## config.mk

```make
export PLATFORM = sky130hd
export DESIGN_NAME = urng_arbiter
export DESIGN_NICKNAME = d
export VERILOG_FILES = /design/src/rtl/urng_pkg.sv /design/src/rtl/urng_taus_step.sv /design/src/rtl/urng_arbiter.sv
export SDC_FILE = /design/constraint.sdc
export NUM_CORES = 1
export LEC_CHECK = 0
export BUFFER_PORTS_ARGS = -buffer_cell sky130_fd_sc_hd__buf_2
export CORE_MARGIN = 3
export CORE_UTILIZATION = 55
export DETAILED_ROUTE_END_ITERATION = 8
export PLACE_DENSITY = 0.78
export SYNTH_ARGS = -nofsm -noshare
export SYNTH_HDL_FRONTEND = slang
export SYNTH_SLANG_ARGS = --single-unit
```

## constraint.sdc

```tcl
create_clock -name iClk -period 2.1 [get_ports iClk]
set_input_delay 0.42 -clock iClk [delete_from_list [all_inputs] [get_ports iClk]]
set_output_delay 0.42 -clock iClk [all_outputs]
set_load 0.05 [all_outputs]
```

## src/rtl/urng_pkg.sv

```systemverilog
// Shared types and constants for the Tausworthe URNG blocks.
package urng_pkg;

  typedef enum logic [1:0] {
    stLoad   = 2'd0,
    stWarmup = 2'd1,
    stRun    = 2'd2
  } urngState_t;

  localparam logic [31:0] SanMask0  = 32'h0000_0002;
  localparam logic [31:0] SanMask1  = 32'h0000_0008;
  localparam logic [31:0] SanMask2  = 32'h0000_0010;

  localparam logic [31:0] StepMask0 = 32'hFFFF_FFFE;
  localparam logic [31:0] StepMask1 = 32'hFFFF_FFF8;
  localparam logic [31:0] StepMask2 = 32'hFFFF_FFF0;

endpackage

```

## src/rtl/urng_taus_step.sv

```systemverilog
// Purely combinational single step of the three-component Tausworthe generator.
module urng_taus_step
  import urng_pkg::*;
(
  input  logic [31:0] iS0,
  input  logic [31:0] iS1,
  input  logic [31:0] iS2,
  output logic [31:0] oS0,
  output logic [31:0] oS1,
  output logic [31:0] oS2,
  output logic [31:0] oWord
);

  always_comb begin
    oS0   = ((iS0 & StepMask0) << 12) ^ (((iS0 << 13) ^ iS0) >> 19);
    oS1   = ((iS1 & StepMask1) << 4)  ^ (((iS1 << 2)  ^ iS1) >> 25);
    oS2   = ((iS2 & StepMask2) << 17) ^ (((iS2 << 3)  ^ iS2) >> 11);
    oWord = oS0 ^ oS1 ^ oS2;
  end

endmodule

```

## src/rtl/urng_arbiter.sv

```systemverilog
// Round-robin sharing of one Tausworthe URNG among NUM_REQ requesters, with seeding FSM.
// Define URNG_ARB_WARMUP_EN to build the WARMUP state that discards WARMUP_CYCLES steps per load.
module urng_arbiter
  import urng_pkg::*;
#(
  parameter int unsigned NUM_REQ       = 4,
  parameter logic [31:0] SEED1         = 32'h0000_1234,
  parameter logic [31:0] SEED2         = 32'h0000_5678,
  parameter logic [31:0] SEED3         = 32'h0000_9ABC,
  parameter int unsigned WARMUP_CYCLES = 16,
  localparam int unsigned IdW          = (NUM_REQ > 1) ? $clog2(NUM_REQ) : 1
) (
  input  logic               iClk,
  input  logic               iReset,
  input  logic               iSeed_valid,
  output logic               oSeed_ready,
  input  logic [31:0]        iSeed1,
  input  logic [31:0]        iSeed2,
  input  logic [31:0]        iSeed3,
  input  logic [NUM_REQ-1:0] iReq,
  output logic [NUM_REQ-1:0] oGrant,
  output logic               oValid,
  output logic [31:0]        oData,
  output logic [IdW-1:0]     oReq_id,
  output logic               oBusy
);

  if (NUM_REQ < 2 || NUM_REQ > 16 || WARMUP_CYCLES < 1 || WARMUP_CYCLES > 65535) begin : gBadConfig
    $error("urng_arbiter: parameter out of range");
  end

  urngState_t  state;
  logic [31:0] s0, s1, s2;
  logic [31:0] nS0, nS1, nS2, stepWord;
  logic [31:0] seed1Reg, seed2Reg, seed3Reg;
  logic [IdW-1:0] rrPtr, pickIdx;
  logic        anyReq, seedFire;
  int unsigned cand;

`ifdef URNG_ARB_WARMUP_EN
  localparam logic [15:0] WarmLast = 16'(WARMUP_CYCLES - 1);
  logic [15:0] warmCnt;
`endif

  urng_taus_step uStep (
    .iS0   (s0),
    .iS1   (s1),
    .iS2   (s2),
    .oS0   (nS0),
    .oS1   (nS1),
    .oS2   (nS2),
    .oWord (stepWord)
  );

  assign oSeed_ready = (state != stLoad);
  assign seedFire    = iSeed_valid && oSeed_ready;
  assign oValid      = |oGrant;
  assign oBusy       = (state != stRun);

  // First requesting index after rrPtr, wrapping NUM_REQ-1 -> 0.
  always_comb begin
    anyReq  = 1'b0;
    pickIdx = '0;
    cand    = 0;
    for (int unsigned i = 1; i <= NUM_REQ; i++) begin
      cand = (32'(rrPtr) + i) % NUM_REQ;
      if (!anyReq && iReq[IdW'(cand)]) begin
        anyReq  = 1'b1;
        pickIdx = IdW'(cand);
      end
    end
  end

  always_ff @(posedge iClk) begin
    if (iReset) begin
      state    <= stLoad;
      seed1Reg <= SEED1;
      seed2Reg <= SEED2;
      seed3Reg <= SEED3;
      s0       <= '0;
      s1       <= '0;
      s2       <= '0;
      rrPtr    <= IdW'(NUM_REQ - 1);
      oGrant   <= '0;
      oData    <= '0;
      oReq_id  <= '0;
`ifdef URNG_ARB_WARMUP_EN
      warmCnt  <= '0;
`endif
    end else begin
      oGrant <= '0;
      // A seed handshake pre-empts stepping and granting in the same cycle.
      if (seedFire) begin
        seed1Reg <= iSeed1;
        seed2Reg <= iSeed2;
        seed3Reg <= iSeed3;
        state    <= stLoad;
      end else begin
        case (state)
          stLoad: begin
            s0 <= seed1Reg | SanMask0;
            s1 <= seed2Reg | SanMask1;
            s2 <= seed3Reg | SanMask2;
`ifdef URNG_ARB_WARMUP_EN
            warmCnt <= '0;
            state   <= stWarmup;
`else
            state   <= stRun;
`endif
          end
`ifdef URNG_ARB_WARMUP_EN
          stWarmup: begin
            s0 <= nS0;
            s1 <= nS1;
            s2 <= nS2;
            if (warmCnt == WarmLast) state <= stRun;
            else                     warmCnt <= warmCnt + 16'd1;
          end
`endif
          stRun: begin
            if (anyReq) begin
              s0      <= nS0;
              s1      <= nS1;
              s2      <= nS2;
              oData   <= stepWord;
              oReq_id <= pickIdx;
              rrPtr   <= pickIdx;
              oGrant  <= NUM_REQ'(1) << pickIdx;
            end
          end
          default: state <= stLoad;
        endcase
      end
    end
  end

endmodule

```

==> Word level (Yosys, flattened, before mapping) <==
Cells that the tools add are included.
{ "totals": {"reg_bits": 234, "latch_bits": 0, "ramBits": 0, "romBits": 0, "in_bits": 103, "out_inout_bits": 41, "word_cells": 72, "memories": 0} }
{ "op_classes": {"addsub": 4, "mul": 0, "div_mod_pow": 0, "order_cmp": 4, "eq_ne": 3, "n_shift": 1, "n_mux": 23, "bitwise": 11, "n_reduce_logical": 15} }
{ "ops": {"columns": ["operator", "n"], "rows": [
  ["$pmux W32 S2", 3],
  ["$xor A32 B32 Y32", 5],
  ["$mux W32", 3],
  ["$xor A32 B13 Y32", 1],
  ["$xor A32 B21 Y32", 1],
  ["$xor A32 B7 Y32", 1],
  ["$lt A2 B3 Y1 const B", 4],
  ["$bmux W1 S2", 4],
  ["$mux W1", 8],
  ["$mux W2", 4],
  ["$reduce_or A4 Y1", 2],
  ["$reduce_and A3 Y1", 2],
  ["$add A2 B1 Y2 const B", 2],
  ["$add A2 B2 Y2 const B", 2],
  ["$logic_and A1 B1 Y1", 4],
  ["$ne A2 B2 Y1 const B", 2],
  ["$pmux W2 S2", 1],
  ["$reduce_bool A2 Y1", 2],
  ["$shl A1 B2 Y4 const A", 1],
  ["$logic_not A1 Y1", 3],
  ["$not A1 Y1", 3],
  ["$eq A2 B2 Y1 const B", 1],
  ["$logic_not A2 Y1", 1],
  ["$reduce_or A2 Y1", 1]
]} }

==> Logic depth before layout (Yosys ltp) <==
Gate-level depths: netlist of run 1.
{ "logic_depth": {"depth_word": 15, "depth_mapped": 7, "mapped_depth_nobuf": 4} }

==> Modules after synthesis <==
From an unflattened synthesis of run 1, not the netlist that was laid out.
{ "unflattened": {"hier_cells": 1268, "area_unflattened_um2": 10425.0} }
{ "by_module_without_submodules": {"columns": ["mod", "n_inst", "cells_per_inst", "area_each_um2", "seq_area_each_um2"], "rows": [
  ["urng_arbiter", 1, 1121, 9011.1, 4604.4],
  ["urng_taus_step", 1, 147, 1413.9, 0.0]
]} }

==> Worst setup path after synthesis of run 1 <==
OpenSTA, ideal clock, no wires.
{ "synth_path": {"path_type": "register -> register", "startpoint": "register state[1]", "endpoint": "register rrPtr[0]", "setup_ns": 0.125, "t_arrival_ns": 1.782, "slack_ns": 0.193, "path_stages_with_launch": 6, "period_less_slack_ns": 1.907, "cell_sequence": "dfxtp_1 buf_2 inv_2 or3_4 a2111oi_4 o21bai_1"} }
{ "synth_via": {"elab_chain_cells": 4} }
{ "synth_rtl": {"columns": ["item", "line_no", "text"], "rows": [
  ["start, declared", "urng_arbiter.sv:32", "urngState_t state;"],
  ["start signal, assigned", "urng_arbiter.sv:76", "state <= stLoad;"],
  ["start signal, assigned", "urng_arbiter.sv:97", "state <= stLoad;"],
  ["start signal, assigned", "urng_arbiter.sv:108", "state <= stRun;"],
  ["$reduce_bool A2 Y1", "urng_arbiter.sv:55", "assign oSeed_ready = (state != stLoad);"],
  ["$logic_and A1 B1 Y1", "urng_arbiter.sv:56", "assign seedFire = iSeed_valid && oSeed_ready;"],
  ["$not A1 Y1 (no source line)", null, null],
  ["$reduce_and A3 Y1 (no source line) *", null, null],
  ["end signal, assigned", "urng_arbiter.sv:83", "rrPtr <= IdW'(NUM_REQ - 1);"],
  ["end signal, assigned", "urng_arbiter.sv:127", "rrPtr <= pickIdx;"],
  ["end, declared", "urng_arbiter.sv:36", "logic [IdW-1:0] rrPtr, pickIdx;"]
]} }
Mark *: on every way between the ends. The rest lies on a longest branch, timed or not.
A chain may end at the register's enable or synchronous reset.

==> Worst setup path after layout of run 1 <==
{ "layout_path": {"startpoint": "register state[1]", "endpoint": "output oBusy"} }
{ "layout_via": {"elab_chain_cells": 1} }
{ "layout_rtl": {"columns": ["item", "line_no", "text"], "rows": [
  ["$ne A2 B2 Y1", "urng_arbiter.sv:58", "assign oBusy = (state != stRun);"],
  ["end, declared", "urng_arbiter.sv:25", "output logic oBusy"]
]} }
Every way passes these cells.

==> impl_metrics.ini, run 1 <==
[timing]
hold_viol = 0
min_period_ns = 2.01
max_freq_ghz = 0.498
finalClockSkew_ns = 0.00589
setup_tns_ns = 0
whs_ns = 0.129
max_slew_margin_pct = 55.4
grt_setup_unrepaired = no
tightest_slew_ns = 0.668
slew_viol_final = 0
fin_crit_sh_pct = 95.6
final-setup-viol-count = 0

[worst_setup_path]
crit_path_max_fanout = 32
worst-path-stages = 3
reg2reg_to = s2[5]$_SDFFE_PP0P_
r2r_slack_ns = 0.47
path_cells = inv_2, buf_4, buf_2
start_kind = flop
rr_worst_depth = 4
crit_arrival_ns = 1.59
r2r-start = state[1]$_SDFFE_PP0N_
crit_slowest_cell = dfxtp_4
cp_top_family = buffers and inverters
crit_buf_inv = 3
endpoint_kind = primary output
critPathLaunch = state[1]$_SDFFE_PP0N_
worstPathRequired_ns = 1.68
crit_end = oBusy
crit_type = reg -> out
cpPeakStageDelay_ns = 0.36

[logic_synthesis]
yosysWarningCount = 0
synth_most_common_cell = nand2_1
synthTopCellsByArea = dfxtp_1 (46%), nand2_1 (14%), xnor2_1 (7.6%)
synth_cells = 1135
syn_nets = 1238
synth_top_area_share_pct = 46.1
seq_area_frac_synth_pct = 46.1
syn-cell-area_mm2 = 0.00930
synth_flop_cell = dfxtp_1
synth_edf_count = 0
ys_types = 39
async_flop_share_pct = 0
syn_area_per_cell_um2 = 8.19
synth-seq-cells = 214
synth_area_leader_cell = dfxtp_1
ys_top_cells_by_count = nand2_1 (351), dfxtp_1 (214), a21oi_1 (109)

[clock_network]
ctsHoldBuffers = 0
post_cts_resized = 0
clk_pin_slew_worst_paths_ns = 0.06
clock_path_buffers = 3
root_buffer = clkbuf_16
postCtsSetupBuffers = 0
clk_latency_ns = 0.50
htree_levels = 1
cts_tree = yes
numCtsBuffers = 22
cts.sinks = 214

[floorplan]
io-pin-count = 144
die_h_um = 136
core_area_mm2 = 0.0162
row_count = 46
fp.dieArea_mm2 = 0.0185
die_w_um = 136
start_util_pct = 57.3

[global_routing]
antenna_found_initial = 0
grt.met3_usage_pct = 3.77
grt_pass1_wl_mm = 38.7
grtUsageMet1_pct = 38.7
grt_use_met2_pct = 38.2
grt_pass1_vias = 7366
grt_max_degree = 128
grt_use_total_pct = 25.9
gr-total-overflow = 0
gr-max-usage-layer = met1

[finish]
finalNetCount = 1320
nFillCells = 1341
antenna_cells = 0
drive_above_1_share_pct = 17.2
stdcell_count = 1449
syn_to_final_growth_pct = 17.2

[pwr]
total_power_mw = 10.7
vdd.ir_drop.worst_mv = 0.616
p_switching_mw = 2.87
power_density_mw_per_mm2 = 982
netSwitchingFraction_pct = 26.8
clock_power_share_pct = 41.8
cell_internal_pwr_mw = 7.83
comb_power_share_pct = 15.5
leakagePower_nw = 4.19
power_frac_seq_pct = 42.7

[detailed_routing]
drc = 0
vias_per_cell = 5.62
drt-pass1-iter-count = 6
first_iter_violations = 875
vias = 8143
wl_mm = 24.7
drtAntennaViolNets = 0
wl_per_cell_um = 17.0

[place]
dp.cells = 1409
port_buffers = 132
hpwl_mm = 16.8
globalplace.congestion = 0.958

[flow_run]
max_cap_viol_count = 0

[run_status]
status = finished clean

[min_path]
hold_start = iSeed3[11]
hold_path_class = in -> reg
-- metrics by stage --
step                      utilization (%)  worst slack, ns  instance area (um^2)
final                                67.1           0.0914                 10900
after global routing                 67.1           0.0267                 10900
after CTS                            67.1           0.0578                 10900
after detailed placement             61.9           0.0678                 10000
after global placement               61.9            0.140                 10000
after floorplan                         -            0.193                  9300
-- power groups by stage --
stage / registers [mW] / logic, mW / clock network, mW
finish: 4.56 / 1.66 / 4.47
CTS: 4.55 / 1.65 / 4.52
detailed placement: 4.64 / 1.62 / 0
global placement: 4.63 / 1.61 / 0
global route: 4.59 / 1.79 / 4.67
floorplan: 4.72 / 1.05 / 0
-- worst register-to-register path, delay by kind of cell (launching register included) --
family,cells,cell delay (ns)
buffers and inverters,2,0.60
DFF,1,0.37
and+or+nand+nor,1,0.29
AOI/OAI and AO/OA,1,0.29
-- registers in the layout (all words and copies together) (netlist names) --
register / cells
oData: 32
oGrant: 4
oReq_id: 2
rrPtr: 2
s0: 31
s1: 29
s2: 28
seed1Reg: 30
seed2Reg: 28
seed3Reg: 27
state: 1
-- cells by family after synthesis --
logic type | count (synthesis) | share of synthesized area [%]
AOI/OAI and AO/OA | 217 | 15.8
and+or+nand+nor | 508 | 22.4
DFF | 214 | 46.1
buffers and inverters | 99 | 5.37
xor gates and xnor gates | 97 | 10.3
-- final cells by class --
type | count | area (um^2) | share of cell area [%]
Timing Repair Buffer | 156 | 947 | 8.70
Clock inverter | 10 | 178 | 1.63
Sequential cell | 214 | 4290 | 39.4
Clock buffer | 30 | 673 | 6.18
Tap cell | 216 | 270 | 2.48
Multi-Input combinational cell | 822 | 4530 | 41.6
Inverter | 1 | 3.75 | 0.0345
-- cells in the final DEF (no fill, tap or decap), types with 2 or more instances in the layout --
cell	synthesis	final
a311oi_1	56	56
o32ai_1	2	2
o32ai_2	6	6
clkbuf_16	0	24
nand2b_1	5	5
buf_12	0	8
or2_2	1	2
buf_4	0	16
a31oi_1	3	3
xor2_1	8	8
nand3b_1	19	19
xnor3_1	8	8
clkinv_2	0	4
or3_1	5	5
a21oi_1	109	109
dfxtp_1	214	213
xnor2_1	81	81
clkbuf_8	0	5
o22ai_1	21	21
nor3_1	23	23
a211oi_1	15	15
nor2_1	95	95
buf_2	20	131
nand2_1	351	350
bufinv_16	0	5
-- worst min-delay path by stage --
stage | end | slack (ns) | depth (start not counted)
2_1_floorplan | seed1Reg[13]$_SDFFE_PP0P_ | 0.44 | 2
3_3_place_gp | oData[9]$_SDFFE_PP0P_ | 0.44 | 2
3_5_place_dp | oData[10]$_SDFFE_PP0P_ | 0.44 | 2
4_1_cts | seed2Reg[10]$_SDFFE_PP1P_ | 0.12 | 3
5_1_grt | seed3Reg[7]$_SDFFE_PP1P_ | 0.12 | 3
6_report | seed3Reg[11]$_SDFFE_PP1P_ | 0.13 | 3
-- per-layer routing --
layer,share of wire (%),vias up
met5,0,-
met2,42,379
met3,9.0,58
li1,-,3976
met4,3.2,0
met1,45,3730
Note: power is estimated with default switching activity, not from simulation.
==> run 2, diff against run 1 <==
ABC_AREA = 1   (was not set)
==> run 2 against run 1 <==
Fmax is 2.5% higher. Utilization is 1.9 points lower. Sequential power is 3% higher. Combinational power is 22% higher. Critical path depth is 9 higher. Wire length is 3.6% lower.
==> impl_metrics.ini, run 2 <==
[run_status]
status = finished clean

[place]
globalplace.congestion = 0.900
port_buffers = 132
placed_area_mm2 = 0.0101
post-place-ws_ns = 0.194
hpwl_mm = 16.8

[pwr]
p_switching_mw = 3.17
netSwitchingFraction_pct = 30.1
comb_power_share_pct = 19.3
power_density_mw_per_mm2 = 969
cell_internal_pwr_mw = 7.38
leakagePower_nw = 5.05
clock_power_share_pct = 36.2
power_frac_seq_pct = 44.5
vdd.ir_drop.worst_mv = 0.552

[clock_network]
postCtsSetupBuffers = 0
ctsHoldBuffers = 0
cts.sinks = 214
clk_latency_ns = 0.50
clk_pin_slew_worst_paths_ns = 0.06
root_buffer = clkbuf_16
numCtsBuffers = 22
clock_path_buffers = 3
htree_levels = 1
cts_tree = yes

[logic_synthesis]
syn-cell-area_mm2 = 0.00944
synth_top_area_share_pct = 45.4
ys_top_cells_by_count = nor2_1 (359), dfxtp_1 (214), nand2_1 (148)
seq_area_frac_synth_pct = 45.4
syn_area_per_cell_um2 = 7.29
yosysWarningCount = 0
synthTopCellsByArea = dfxtp_1 (45%), nor2_1 (14%), o21ai_0 (7.5%)
synth_cells = 1295
synth_most_common_cell = nor2_1
synth_flop_cell = dfxtp_1
synth-seq-cells = 214
ys_types = 26
async_flop_share_pct = 0
synth_edf_count = 0
syn_nets = 1398
synth_area_leader_cell = dfxtp_1

[finish]
top_register = oData
syn_to_final_growth_pct = 15.4
post-route-util_pct = 65.2
layout_common_cells = nor2_1 (359), dfxtp_1 (213), nand2_1 (147)
largest_reg_flops = 32
final_area_mm2 = 0.0109
drive_above_1_share_pct = 14.6
final_common_cell = nor2_1
antenna_cells = 0
finalNetCount = 1492
top_regs = oData (32), s0 (31), seed1Reg (30)

[timing]
hold_viol = 0
tightest_slew_ns = 0.447
max_slew_margin_pct = 70.2
setup_ws_ns = 0.140
slew_viol_final = 0
final-setup-viol-count = 0
max_freq_ghz = 0.510
fin_crit_sh_pct = 93.3
setup_tns_ns = 0
min_period_ns = 1.96
grt_setup_unrepaired = no
finalClockSkew_ns = 0.00827

[worst_setup_path]
worstPathRequired_ns = 2.49
crit_arrival_ns = 2.35
crit_path_max_fanout = 87
start_kind = flop
endpoint_kind = flop
crit_type = reg -> reg

[detailed_routing]
drt-pass1-iter-count = 6
wl_per_cell_um = 14.7
vias = 8482
vias_per_cell = 5.23
first_iter_violations = 639
drtAntennaViolNets = 0
wl_mm = 23.8
drc = 0

[global_routing]
grt_max_degree = 90
antenna_found_initial = 0
grt_use_total_pct = 24.7
grt_pass1_vias = 7474
grt.met3_usage_pct = 3.09
grtUsageMet1_pct = 35.0
grt_use_met2_pct = 39.6
gr-max-usage-layer = met2
gr-total-overflow = 0
grt_pass1_wl_mm = 37.1

[floorplan]
io-pin-count = 144
row_count = 47
start_util_pct = 56.5
die_h_um = 137
fp.dieArea_mm2 = 0.0188
die_w_um = 137
core_area_mm2 = 0.0167

[min_path]
hold_path_class = in -> reg

[flow_run]
max_cap_viol_count = 0
run 2: kinds of logic after synthesis:
kind of cell	count (synthesis)	synth area share (%)
XOR/XNOR	96	8.91
flip-flops	214	45.4
AND/OR/NAND/NOR	537	22.1
AO/OA/AOI/OAI	277	15.1
buffers and inverters	171	8.46
run 2: through the flow:
stage	cells	hold WS (ns)	power [mW]
finish	1623	0.121	10.5
global route	1623	0.134	11.0
CTS	1623	0.113	10.6
detailed placement	1585	0.448	6.77
global placement	1585	0.442	6.71
floorplan	1295	0.430	6.20
run 2: repair_timing:
action,4_1_cts,5_1_grt
hold endpoints to repair,0,0
endpoints found under the setup margin,0,3
gates resized for setup,0,4
run 2: metal layers:
| metal | vias up | part of all wire (%) |
|---|---|---|
| met5 | - | 0 |
| li1 | 4271 | - |
| met4 | 0 | 2.3 |
| met2 | 336 | 46 |
| met1 | 3829 | 44 |
| met3 | 46 | 8.1 |
run 2: critical path: stages, from the launching register on:
cell,delay [ns]
dfxtp_1,0.49
inv_2,0.11
nand2_1,0.09
nand2_2,0.07
nand2_2,0.08
nand2_2,0.08
nor2_4,0.10
nand3_2,0.12
nand2_2,0.11
nand2_2,0.08
buf_16,0.25
nor2_1,0.18
nor2_1,0.08
run 2: power by group through the flow:
stage          sequential, mW  clock, mW  combinational [mW]
2_1_floorplan            4.90          0                1.30
3_3_place_gp             4.76          0                1.95
3_5_place_dp             4.78          0                1.99
4_1_cts                  4.69       3.86                2.01
5_1_grt                  4.73       4.01                2.24
6_report                 4.70       3.82                2.03
run 2: area by class of cell:
type,instances,area [um^2]
clock buffer,33,683
timing repair buffer,152,913
sequential,214,4290
fill,1466,5820
multi-input combinational,910,4360
clock inverter,5,37.5
tap,220,275
inverter,89,334
run 2: final timing paths:
kind / startpoint / endpoint / slack, ns / depth (start not counted)
max: rrPtr[1]$_SDFFE_PP1P_ / s2[20]$_SDFFE_PP0P_ / 0.14 / 12
min: iSeed1[4] / seed1Reg[4]$_SDFFE_PP1P_ / 0.12 / 3
max reg2reg: rrPtr[1]$_SDFFE_PP1P_ / s2[20]$_SDFFE_PP0P_ / 0.14 / 12
min reg2reg: seed2Reg[15]$_SDFFE_PP0P_ / seed2Reg[15]$_SDFFE_PP0P_ / 0.46 / 2
==> run 3, diff against run 2 <==
clock period = 2.2 ns   (was 2.1 ns; I/O delays follow)
==> run 3 against run 2 <==
Flip-flop and latch count is the same. Clock power decreased by 7.1%. Die area unchanged. Critical endpoint is now oBusy. Register-to-register slack improved by 0.03 ns. Utilization is 0.70 points lower. Total power shrank 5.7%. Non-clock buffer count fell by 6. Critical path depth fell by 9.
==> impl_metrics.ini, run 3 (synthesized netlist as in run 2, its figures left out) <==
[run_status]
status = finished clean

[worst_setup_path]
endpoint_kind = primary output
cpPeakStageDelay_ns = 0.35
worstPathRequired_ns = 1.76
path_cells = inv_1, buf_4, buf_2
cp_top_family = buffers and inverters
crit_type = reg -> out
crit_slowest_cell = dfxtp_1
crit_path_max_fanout = 32
crit_arrival_ns = 1.64
crit_buf_inv = 3
start_kind = flop

[timing]
fin_crit_sh_pct = 94.3
hold_viol = 0
max_slew_margin_pct = 67.3
slew_viol_final = 0
final-setup-viol-count = 0
setup_tns_ns = 0
setup_ws_ns = 0.125
finalClockSkew_ns = 0.00915
min_period_ns = 2.08
grt_setup_unrepaired = no
max_freq_ghz = 0.482
tightest_slew_ns = 0.491

[clock_network]
cts_tree = yes
htree_levels = 1
clk_pin_slew_worst_paths_ns = 0.06
numCtsBuffers = 22
root_buffer = clkbuf_16
postCtsSetupBuffers = 0
cts.sinks = 214
clk_latency_ns = 0.50
clock_path_buffers = 3

[detailed_routing]
vias_per_cell = 5.14
wl_mm = 23.5
drtAntennaViolNets = 0
drt-pass1-iter-count = 4
vias = 8315
wl_per_cell_um = 14.5
first_iter_violations = 694
drc = 0

[flow_run]
max_cap_viol_count = 0

[finish]
syn_to_final_growth_pct = 14.1
final_area_mm2 = 0.0108
antenna_cells = 0
post-route-util_pct = 64.5
stdcell_count = 1619
layout_common_cells = nor2_1 (359), dfxtp_1 (214), nand2_1 (147)
top_regs = oData (32), s0 (31), seed1Reg (30)
largest_reg_flops = 32
top_register = oData
finalNetCount = 1486
drive_above_1_share_pct = 14.0
final_common_cell = nor2_1

[global_routing]
grt_use_total_pct = 24.5
gr-total-overflow = 0
grt_max_degree = 123
antenna_found_initial = 0
grt_pass1_wl_mm = 37.0
grt_pass1_vias = 7396

[floorplan]
fp.dieArea_mm2 = 0.0188
start_util_pct = 56.5
row_count = 47
io-pin-count = 144
core_area_mm2 = 0.0167
die_w_um = 137
die_h_um = 137

[pwr]
p_switching_mw = 3.02
cell_internal_pwr_mw = 6.93
power_frac_seq_pct = 45.0
clock_power_share_pct = 35.7
netSwitchingFraction_pct = 30.4
power_density_mw_per_mm2 = 924
comb_power_share_pct = 19.3
leakagePower_nw = 4.99
vdd.ir_drop.worst_mv = 0.644

[place]
hpwl_mm = 16.3
port_buffers = 132
placed_area_mm2 = 0.0101
globalplace.congestion = 0.866
dp.cells = 1579
post-place-ws_ns = 0.108

[min_path]
hold_path_class = in -> reg
run 3: cell count changes in the layout (fill, tap and decap cells not counted), moves of 2 or more:
cell	delta
clkinv_2	+4
buf_6	-2
clkbuf_8	-3
clkbuf_1	+4
buf_4	-2
run 3: what timing repair did:
item,CTS,global route
gates resized for setup,0,2
endpoints found under the setup margin,0,20
hold buffers,0,0
run 3: power groups by stage:
stage               Sequential (mW)  Clock, mW  Combinational (mW)
CTS                            4.48       3.59                1.90
floorplan                      4.68          0                1.24
detailed placement             4.56          0                1.88
finish                         4.48       3.55                1.92
global placement               4.55          0                1.85
global route                   4.51       3.74                2.12
run 3: per-layer routing:
metal | up-vias | track usage, % | wire length [um]
met5 | - | 0 | 0
met4 | 0 | 8.09 | 717
met3 | 53 | 3.97 | 1640
met2 | 267 | 38.7 | 10500
met1 | 3756 | 34.4 | 10600
li1 | 4239 | - | -
run 3: stage by stage:
stage | hold WS [ns] | power, mW
2_1_floorplan | 0.430 | 5.92
3_3_place_gp | 0.442 | 6.40
3_5_place_dp | 0.447 | 6.44
4_1_cts | 0.126 | 9.96
5_1_grt | 0.153 | 10.4
6_report | 0.136 | 9.95
run 3: final cells by class:
cell class	count	area (um^2)
fillers	1484	5930
multi-input cells	910	4360
flip-flops and latches	214	4280
repair buffers	146	828
clock buffers	34	657
inverters	89	337
well taps	220	275
clock inverters	6	30.0
run 3: worst paths after layout:
path | start | to | slack (ns) | cells after the start
max | state[1]$_SDFFE_PP0N_ | oBusy | 0.12 | 3
min | iSeed1[5] | seed1Reg[5]$_SDFFE_PP1P_ | 0.14 | 3
min reg2reg | seed3Reg[27]$_SDFFE_PP0P_ | seed3Reg[27]$_SDFFE_PP0P_ | 0.45 | 2
max reg2reg | rrPtr[0]$_SDFFE_PP1P_ | s2[19]$_SDFFE_PP0P_ | 0.17 | 13
run 3: tightest hold or removal path, cell delays in order:
cell and delay, ns:
buf_2 0.08, nand2_1 0.04, nand3_1 0.05
